### src/rtl/phase_comp_ctrl_rr_if.sv
// Signal bundle for phase_comp_ctrl_rr: PD inputs, update gating, register port and outputs.
interface phase_comp_ctrl_rr_if #(
  parameter int unsigned NCH = 16,
  parameter int unsigned W   = 10,
  parameter int unsigned OW  = 6,
  parameter int unsigned SHW = 3
);
  localparam int unsigned CW = (NCH > 1) ? $clog2(NCH) : 1;

  logic              enable;
  logic              en_mid;
  logic [NCH-1:0]    freeze;
  logic [NCH-1:0]    pd_in;
  logic [SHW-1:0]    step_sh;
  logic [CW-1:0]     reg_num;
  logic              reg_write;
  logic [W-1:0]      reg_load_data;
  logic [W-1:0]      reg_read_data;
  logic [NCH*OW-1:0] ctrl_out;
  logic [NCH-1:0]    lock;

  modport master (
    output enable, en_mid, freeze, pd_in, step_sh, reg_num, reg_write, reg_load_data,
    input  reg_read_data, ctrl_out, lock
  );

  modport slave (
    input  enable, en_mid, freeze, pd_in, step_sh, reg_num, reg_write, reg_load_data,
    output reg_read_data, ctrl_out, lock
  );
endinterface

### src/rtl/phase_comp_ctrl_rr.sv
// Round-robin phase-compensator controller: one shared saturating step datapath over NCH accumulators.
// Optional 2-of-2 PD agreement filter enabled by defining PHASE_COMP_PD_FILT_EN.
module phase_comp_ctrl_rr #(
  parameter int unsigned NCH     = 16,
  parameter int unsigned W       = 10,
  parameter int unsigned OW      = 6,
  parameter int unsigned SHW     = 3,
  parameter int unsigned MID_CH  = 7,
  parameter logic [W-1:0] RST_VAL = '0,
  parameter int unsigned LOCK_N  = 4
) (
  input logic                 clk,
  input logic                 reset,
  phase_comp_ctrl_rr_if.slave bus
);
  localparam int unsigned   CW     = (NCH > 1) ? $clog2(NCH) : 1;
  localparam logic [3:0]    LockN  = 4'(LOCK_N);
  localparam logic [CW-1:0] LastCh = CW'(NCH - 1);

  logic [NCH-1:0] pd_q;
  logic [CW-1:0]  cnt_q, cnt_d;
  logic [W-1:0]   acc_q  [NCH];
  logic [W-1:0]   acc_d  [NCH];
  logic [3:0]     tcnt_q [NCH];
  logic [3:0]     tcnt_d [NCH];
  logic [NCH-1:0] last_q, last_d;
  logic [NCH-1:0] lock_q, lock_d;
  logic [NCH-1:0] wr_sel, elig, upd;
`ifdef PHASE_COMP_PD_FILT_EN
  logic [NCH-1:0] filt_q, filt_d;
`endif

  logic         wr_hit;
  logic         dir;
  logic         big;
  logic [W-1:0] acc_sel, step_res;
  logic [W:0]   step, sum, diff;

  assign wr_hit = bus.reg_write && (32'(bus.reg_num) < NCH);

  // Shared datapath for the visited channel; W+1 bits expose carry/borrow for clamping.
  always_comb begin
    acc_sel = acc_q[cnt_q];
    dir     = pd_q[cnt_q];
    big     = 32'(bus.step_sh) > W;
    step    = {{W{1'b0}}, 1'b1} << bus.step_sh;
    sum     = {1'b0, acc_sel} + step;
    diff    = {1'b0, acc_sel} - step;
    if (dir) step_res = (big || diff[W]) ? '0 : diff[W-1:0];
    else     step_res = (big || sum[W])  ? '1 : sum[W-1:0];
  end

  always_comb begin
    cnt_d = cnt_q;
    if (bus.enable) cnt_d = (cnt_q == LastCh) ? '0 : cnt_q + 1'b1;
    last_d = last_q;
    lock_d = lock_q;
`ifdef PHASE_COMP_PD_FILT_EN
    filt_d = filt_q;
`endif
    for (int unsigned k = 0; k < NCH; k++) begin
      acc_d[k]  = acc_q[k];
      tcnt_d[k] = tcnt_q[k];
      wr_sel[k] = wr_hit && (bus.reg_num == CW'(k));
      elig[k]   = bus.enable && (cnt_q == CW'(k)) && !bus.freeze[k] &&
                  ((k != MID_CH) || bus.en_mid) && !wr_sel[k];
`ifdef PHASE_COMP_PD_FILT_EN
      // Only move when this visit's PD agrees with the previous visit's.
      upd[k] = elig[k] && (pd_q[k] == filt_q[k]);
      if (elig[k]) filt_d[k] = pd_q[k];
`else
      upd[k] = elig[k];
`endif
      if (upd[k]) begin
        acc_d[k]  = step_res;
        last_d[k] = dir;
        if (dir != last_q[k]) tcnt_d[k] = (tcnt_q[k] == LockN) ? LockN : tcnt_q[k] + 4'd1;
        else                  tcnt_d[k] = '0;
        lock_d[k] = (tcnt_d[k] == LockN);
      end
      if (wr_sel[k]) begin
        acc_d[k]  = bus.reg_load_data;
        tcnt_d[k] = '0;
        lock_d[k] = 1'b0;
      end
    end
  end

  always_ff @(posedge clk or posedge reset) begin
    if (reset) begin
      pd_q   <= '0;
      cnt_q  <= '0;
      last_q <= '0;
      lock_q <= '0;
      for (int unsigned k = 0; k < NCH; k++) begin
        acc_q[k]  <= RST_VAL;
        tcnt_q[k] <= '0;
      end
    end else begin
      pd_q   <= bus.pd_in;
      cnt_q  <= cnt_d;
      last_q <= last_d;
      lock_q <= lock_d;
      for (int unsigned k = 0; k < NCH; k++) begin
        acc_q[k]  <= acc_d[k];
        tcnt_q[k] <= tcnt_d[k];
      end
    end
  end

`ifdef PHASE_COMP_PD_FILT_EN
  always_ff @(posedge clk or posedge reset) begin
    if (reset) filt_q <= '0;
    else       filt_q <= filt_d;
  end
`endif

  for (genvar k = 0; k < NCH; k++) begin : g_out
    assign bus.ctrl_out[k*OW +: OW] = acc_q[k][W-1 -: OW];
  end

  assign bus.lock = lock_q;

  always_comb begin
    bus.reg_read_data = '0;
    if (32'(bus.reg_num) < NCH) bus.reg_read_data = acc_q[bus.reg_num];
  end
endmodule

### src/flat_wrapper.sv
// flat-port wrapper written by rule: the top's interface ports become plain ports
module phase_comp_ctrl_rr_flat 
#(
  parameter int unsigned NCH     = 16,
  parameter int unsigned W       = 10,
  parameter int unsigned OW      = 6,
  parameter int unsigned SHW     = 3,
  parameter int unsigned MID_CH  = 7,
  parameter logic [W-1:0] RST_VAL = '0,
  parameter int unsigned LOCK_N  = 4
)
  (clk, reset, bus_enable, bus_en_mid, bus_freeze, bus_pd_in, bus_step_sh, bus_reg_num, bus_reg_write, bus_reg_load_data, bus_reg_read_data, bus_ctrl_out, bus_lock);
  phase_comp_ctrl_rr_if #(.NCH(NCH), .W(W), .OW(OW), .SHW(SHW)) bus_i ();
  input logic clk;
  input logic reset;
  input wire logic [$bits(bus_i.enable)-1:0] bus_enable;
  input wire logic [$bits(bus_i.en_mid)-1:0] bus_en_mid;
  input wire logic [$bits(bus_i.freeze)-1:0] bus_freeze;
  input wire logic [$bits(bus_i.pd_in)-1:0] bus_pd_in;
  input wire logic [$bits(bus_i.step_sh)-1:0] bus_step_sh;
  input wire logic [$bits(bus_i.reg_num)-1:0] bus_reg_num;
  input wire logic [$bits(bus_i.reg_write)-1:0] bus_reg_write;
  input wire logic [$bits(bus_i.reg_load_data)-1:0] bus_reg_load_data;
  output wire logic [$bits(bus_i.reg_read_data)-1:0] bus_reg_read_data;
  output wire logic [$bits(bus_i.ctrl_out)-1:0] bus_ctrl_out;
  output wire logic [$bits(bus_i.lock)-1:0] bus_lock;
  assign bus_i.enable = bus_enable;
  assign bus_i.en_mid = bus_en_mid;
  assign bus_i.freeze = bus_freeze;
  assign bus_i.pd_in = bus_pd_in;
  assign bus_i.step_sh = bus_step_sh;
  assign bus_i.reg_num = bus_reg_num;
  assign bus_i.reg_write = bus_reg_write;
  assign bus_i.reg_load_data = bus_reg_load_data;
  assign bus_reg_read_data = bus_i.reg_read_data;
  assign bus_ctrl_out = bus_i.ctrl_out;
  assign bus_lock = bus_i.lock;
  phase_comp_ctrl_rr #(.NCH(NCH), .W(W), .OW(OW), .SHW(SHW), .MID_CH(MID_CH), .RST_VAL(RST_VAL), .LOCK_N(LOCK_N)) u_core (.clk(clk), .reset(reset), .bus(bus_i));
endmodule
### config.mk
export PLATFORM = sky130hd
export DESIGN_NAME = phase_comp_ctrl_rr_flat
export DESIGN_NICKNAME = d
export VERILOG_FILES = /design/src/rtl/phase_comp_ctrl_rr_if.sv /design/src/rtl/phase_comp_ctrl_rr.sv /design/src/flat_wrapper.sv
export SDC_FILE = /design/constraint.sdc
export NUM_CORES = 1
export LEC_CHECK = 0
export BUFFER_PORTS_ARGS = -buffer_cell sky130_fd_sc_hd__buf_2
export CAP_MARGIN = 20
export CORE_UTILIZATION = 35
export CTS_BUF_LIST = sky130_fd_sc_hd__clkbuf_16
export CTS_CLUSTER_DIAMETER = 150
export DETAILED_ROUTE_END_ITERATION = 7
export MAX_ROUTING_LAYER = met4
export PLACE_DENSITY = 0.51
export SKIP_CTS_REPAIR_TIMING = 1
export SYNTH_ARGS = -nofsm -noshare
export SYNTH_HDL_FRONTEND = slang
export SYNTH_SLANG_ARGS = --single-unit
### constraint.sdc
create_clock -name clk -period 8.3 [get_ports clk]
set_input_delay 0.83 -clock clk [delete_from_list [all_inputs] [get_ports clk]]
set_output_delay 0.83 -clock clk [all_outputs]
set_load 0.02 [all_outputs]
Word level (Yosys, flattened, before mapping). Cells that the tools add are included.

Shift operators: 1. Eq/ne operators: 78. Bitwise logic cells: 2. Mux-type cells: 156. $mul: 0. Div/mod/pow operators: 0. Reduce and logical (&&, ||, !) cells: 115. Add/sub/neg operators: 19. Order comparisons: 3.

Operators with widths (number): $mux W10 (39); $mux W4 (81); $eq A4 B3 Y1 const B (40); $bmux W10 S4 (2); $add A4 B1 Y4 const B (17); $logic_and A1 B1 Y1 (65); $eq A4 B4 Y1 const B (16); $mux W1 (33); $logic_not A1 Y1 (32); $reduce_bool A2 Y1 (16); $eq A4 B2 Y1 const B (4); $ne A1 B1 Y1 (16); $add A10 B11 Y11 (1); $shl A1 B3 Y11 const A (1); $sub A10 B11 Y11 (1); $ge A5 B5 Y1 const B (2); $not A4 Y5 (2); $eq A4 B1 Y1 const B (2); $logic_not A4 Y1 (2); $lt A4 B5 Y1 const B (1); $bmux W1 S4 (1).

Bits in latches: 0. Memories: 0. Word-level logic and storage cells: 440. RAM bits: 0. Memory bits (read-only): 0. Register bits after elaboration: 276. Output and inout port bits: 122.

Longest topological paths before layout.
Depth after elaboration: 9. Mapped depth: 17. Gate-level depth less buffers: 12.

Least setup slack after synthesis. Ideal clock, no wire load.

Kind: register to register. From: register u_core.cnt_q[1]. To: register u_core.acc_q, in the netlist u_core.bus.ctrl_out[1]. Cell stages (with the launch flop): 17. Data required time: 8.176 ns. Path slack: 3.767 ns. Clock period less this slack: 4.533 ns. Arrival time: 4.409 ns. Setup time: 0.124 ns. Path through: dfrtp_1 > buf_4 > buf_6 > buf_1 > buf_1 > mux4_2 > mux4_2 > ha_1 > nor2b_1 > o21ai_0 > nand2b_1 > a311o_1 > a21oi_2 > buf_6 > o221ai_2 > buf_4 > o31a_1.

Cells in the longest elaborated chain, start to end: 9. Elaborated cells between the ends (all ways): 18. Classes of those cells: add/sub (2); mux (10); bitwise (1); reduce/logical (5).

RTL lines: from (decl) (line phase_comp_ctrl_rr.sv:21) `logic [CW-1:0] cnt_q, cnt_d;`; from (signal assigned) (line phase_comp_ctrl_rr.sv:101) `cnt_q <= cnt_d;`; $not A4 Y5 (not written as such) (line phase_comp_ctrl_rr.sv:43) `acc_sel = acc_q[cnt_q];`; $bmux W10 S4 (line phase_comp_ctrl_rr.sv:43); $mux W10 (not written as such) (2 in a row) (line phase_comp_ctrl_rr.sv:43); $add A10 B11 Y11 / $sub A10 B11 Y11 (equally long branches) (line phase_comp_ctrl_rr.sv:47, phase_comp_ctrl_rr.sv:48); $mux W10 (on tied branches) (line phase_comp_ctrl_rr.sv:50, phase_comp_ctrl_rr.sv:49); $mux W10 (line phase_comp_ctrl_rr.sv:49) `if (dir) step_res = (big || diff[W]) ? '0 : diff[W-1:0];`; $mux W10 (line phase_comp_ctrl_rr.sv:74) `if (upd[k]) begin`; $mux W10 (line phase_comp_ctrl_rr.sv:81) `if (wr_sel[k]) begin`; to (signal, indexed assignment) (line phase_comp_ctrl_rr.sv:105) `acc_q[k] <= acc_d[k];`; to (decl) (line phase_comp_ctrl_rr.sv:22) `logic [W-1:0] acc_q [NCH];`.

Several ways; a longest one is shown, not always the timed one. The select of a mux whose other input is x is not followed. A chain may end at the register's enable or synchronous reset.

Final worst setup path. Same ends and word-level chain as after synthesis.

==> impl_metrics.json <==
{
  "status": "finished clean",
  "end_kind": "flip-flop",
  "internal_power_mw": 4.59,
  "clkSinkCount": 276,
  "synth_seq_cells": 276,
  "leakage_nw": 8.41,
  "worst_setup_path_start_kind": "flip-flop",
  "rows": 81,
  "path_clk_slew_ps": 60,
  "wl_um": 66300,
  "detailroute.via_count": 14800,
  "final_util_pct": 39.3,
  "crit_fanout": 29,
  "final_common_cell": "dfrtp_1",
  "htree_levels": 2,
  "synth_enable_flop_cells": 0,
  "hp-class": "primary input to asynchronous set/reset pin",
  "coreArea_mm2": 0.0492,
  "fp.dieArea_mm2": 0.0509,
  "antenna_found_initial": 3,
  "power_density_mw_per_mm2": 461,
  "relSlewSlack_pct": 20.8,
  "p_sw_share_pct": 48.5,
  "yosysTopAreaCellShare_pct": 39.5,
  "grt_setup_unrepaired": "no",
  "setup_viol": 0,
  "drtIter0Drc": 1473,
  "ys_async_sr_fraction_pct": 100,
  "drive_gt1_share_pct": 21.6,
  "finClkSkew_ps": 12.1,
  "switching_power_mw": 4.31,
  "post-route-period-util_pct": 69.7,
  "hpwl_um": 48900,
  "syn-instance-count": 1702,
  "routabilityCongestion": 1.01,
  "clockRootBuffer": "clkbuf_16",
  "critPathKind": "flip-flop to flip-flop",
  "synthTopCellsByArea": "dfrtp_1 (39%), mux4_2 (13%), buf_4 (4.4%)",
  "synth_seq_area_share_pct": 39.5,
  "pwr-share-seq_pct": 29.9,
  "grt-ovfl-total": 0,
  "hold_viol_final": 0,
  "cts_tree": "yes",
  "via_per_inst": 6.07,
  "pin_count": 176,
  "grt_pass1_wl_um": 97600,
  "mostFrequentLayoutCells": "dfrtp_1 (273), buf_2 (174), nand2_1 (171), o21ai_0 (127), nor2_1 (123)",
  "max_freq_mhz": 173,
  "finalSetupTns_ps": 0,
  "first_global_vias": 14400,
  "drtPass1Iterations": 5,
  "required_ps": 8730,
  "grt_max_degree": 74,
  "yosysTopAreaCell": "dfrtp_1",
  "worst_slew_pin_slew_ps": 1180,
  "area_growth_pct": 10.2,
  "clock_latency_ps": 560,
  "ant_nets": 0,
  "drv_slew": 0,
  "grt.total_usage_pct": 27.1,
  "clk_path_buf_depth": 3,
  "syn_area_per_cell_um2": 10.3,
  "cap_viol_max_count": 0,
  "arrival_ps": 6220,
  "netlist_area_mm2": 0.0175,
  "ys_warn_count": 0,
  "period_needed_ps": 5790,
  "synth_cell_types": 70,
  "start_util_pct": 35.6,
  "fp.dieH_um": 226,
  "numPortBuffers": 175,
  "pwr-share-clk_pct": 16.9,
  "power_frac_comb_pct": 53.3,
  "wl_per_cell_um": 27.3,
  "route.detailed.drc": 0,
  "die_x_um": 226,
  "synth_flop_cell": "dfrtp_1",
  "ir_drop_v": 0.000238,
  "finalNetCount": 1853,
  "synth_fp_nets": 1812,
  "numCtsBuffers": 34
}
[synth_stat cells (9+ instances only)]
cell type and instances:
inv_1 65, o21ai_1 12, mux2i_1 12, o31a_1 49, ha_1 54, nor3_1 28, xor2_1 18, nand2b_1 9
a22o_1 36, dfrtp_1 276, a31oi_1 30, nand3_1 54, o22ai_1 20, nand2_1 171, a21o_1 24, nor3b_1 17
o22a_1 48, mux4_2 100, o21ai_0 127, nand3b_1 18, buf_2 9, a21oi_1 27, nor2_1 123, a22oi_1 62
buf_6 10, buf_4 103, o211ai_1 33, clkbuf_1 44, o32ai_1 10, buf_1 25
[kinds of logic after synthesis]
family          Yosys count  synth area share, %
xor+xnor                 21                 1.05
buf+inv                 259                 8.26
fa+ha+maj                56                 4.09
simple gates            461                 12.1
flops                   276                 39.5
mux                     115                 13.9
compound gates          514                 21.2
[stage by stage]
step | setup WS (ps) | hold slack, ps | cells | instance area, um2 | power [mW]
finish | 2510 | 304 | 2432 | 19300 | 8.90
global route | 2300 | 339 | 2432 | 19300 | 9.39
CTS | 2530 | 314 | 2430 | 19300 | 8.87
detailed placement | 2530 | 459 | 2371 | 18200 | 7.34
global placement | 2630 | 476 | 2370 | 18200 | 7.28
floorplan | 3770 | 469 | 1702 | 17500 | 6.12
[per-layer routing]
layer  GRT usage [%]  vias to the layer above  wire [um]
met2            42.5                      696      31300
met3            4.88                      120       5080
met4            7.97                        0       1960
met1            35.6                     7559      27900
met5               -                        -          0
li1                -                     6384          -
[critical path, cell delays in order (launching register included)]
cell      delay, ps
dfrtp_2         970
buf_4           430
mux4_2          530
mux4_2          490
ha_1            240
fa_1            420
nand2b_1        100
a21oi_1          90
o21a_1          210
o221a_2         320
nand2_1         750
o221ai_2        630
o31a_1          450
[registers in the layout, indices dropped and copies added, names as in the netlist]
| signal | flops |
|---|---|
| u_core.last_q | 16 |
| u_core.pd_q | 16 |
| u_core.cnt_q | 4 |
| u_core.bus.lock | 16 |
| u_core.tcnt_q | 64 |
| u_core.acc_q | 64 |
| u_core.bus.ctrl_out | 96 |
[area by class of cell]
cell class | count | area (um2)
well taps | 664 | 831
diodes | 2 | 5.00
multi-input cells | 1167 | 9150
inverters | 68 | 259
clock buffers | 37 | 926
repair buffers | 196 | 1040
fillers | 4805 | 29900
flip-flops and latches | 276 | 6910
clock inverters | 22 | 173
[power groups by stage]
stage / Combinational (mW) / Clock (mW) / Sequential [mW]
global placement: 4.63 / 0 / 2.65
floorplan: 3.87 / 0 / 2.25
global route: 5.09 / 1.58 / 2.72
detailed placement: 4.68 / 0 / 2.66
CTS: 4.71 / 1.52 / 2.64
finish: 4.74 / 1.50 / 2.66
[path summary, 6_finish.rpt]
path | from | to | slack [ps] | cells past startpoint
hold reg to reg | u_core.bus.lock[6] | u_core.bus.lock[6] | 470 | 2
setup reg to reg | u_core.cnt_q[1] | u_core.bus.ctrl_out[1] | 2510 | 12
min in group clk | bus_pd_in[2] | u_core.pd_q[2] | 380 | 1
max in group asynchronous | reset | u_core.bus.ctrl_out[72] | 6680 | 3
hold / removal | reset | u_core.last_q[2] | 300 | 2
setup / recovery | u_core.cnt_q[1] | u_core.bus.ctrl_out[1] | 2510 | 12
(Power assumes the default switching activity.)
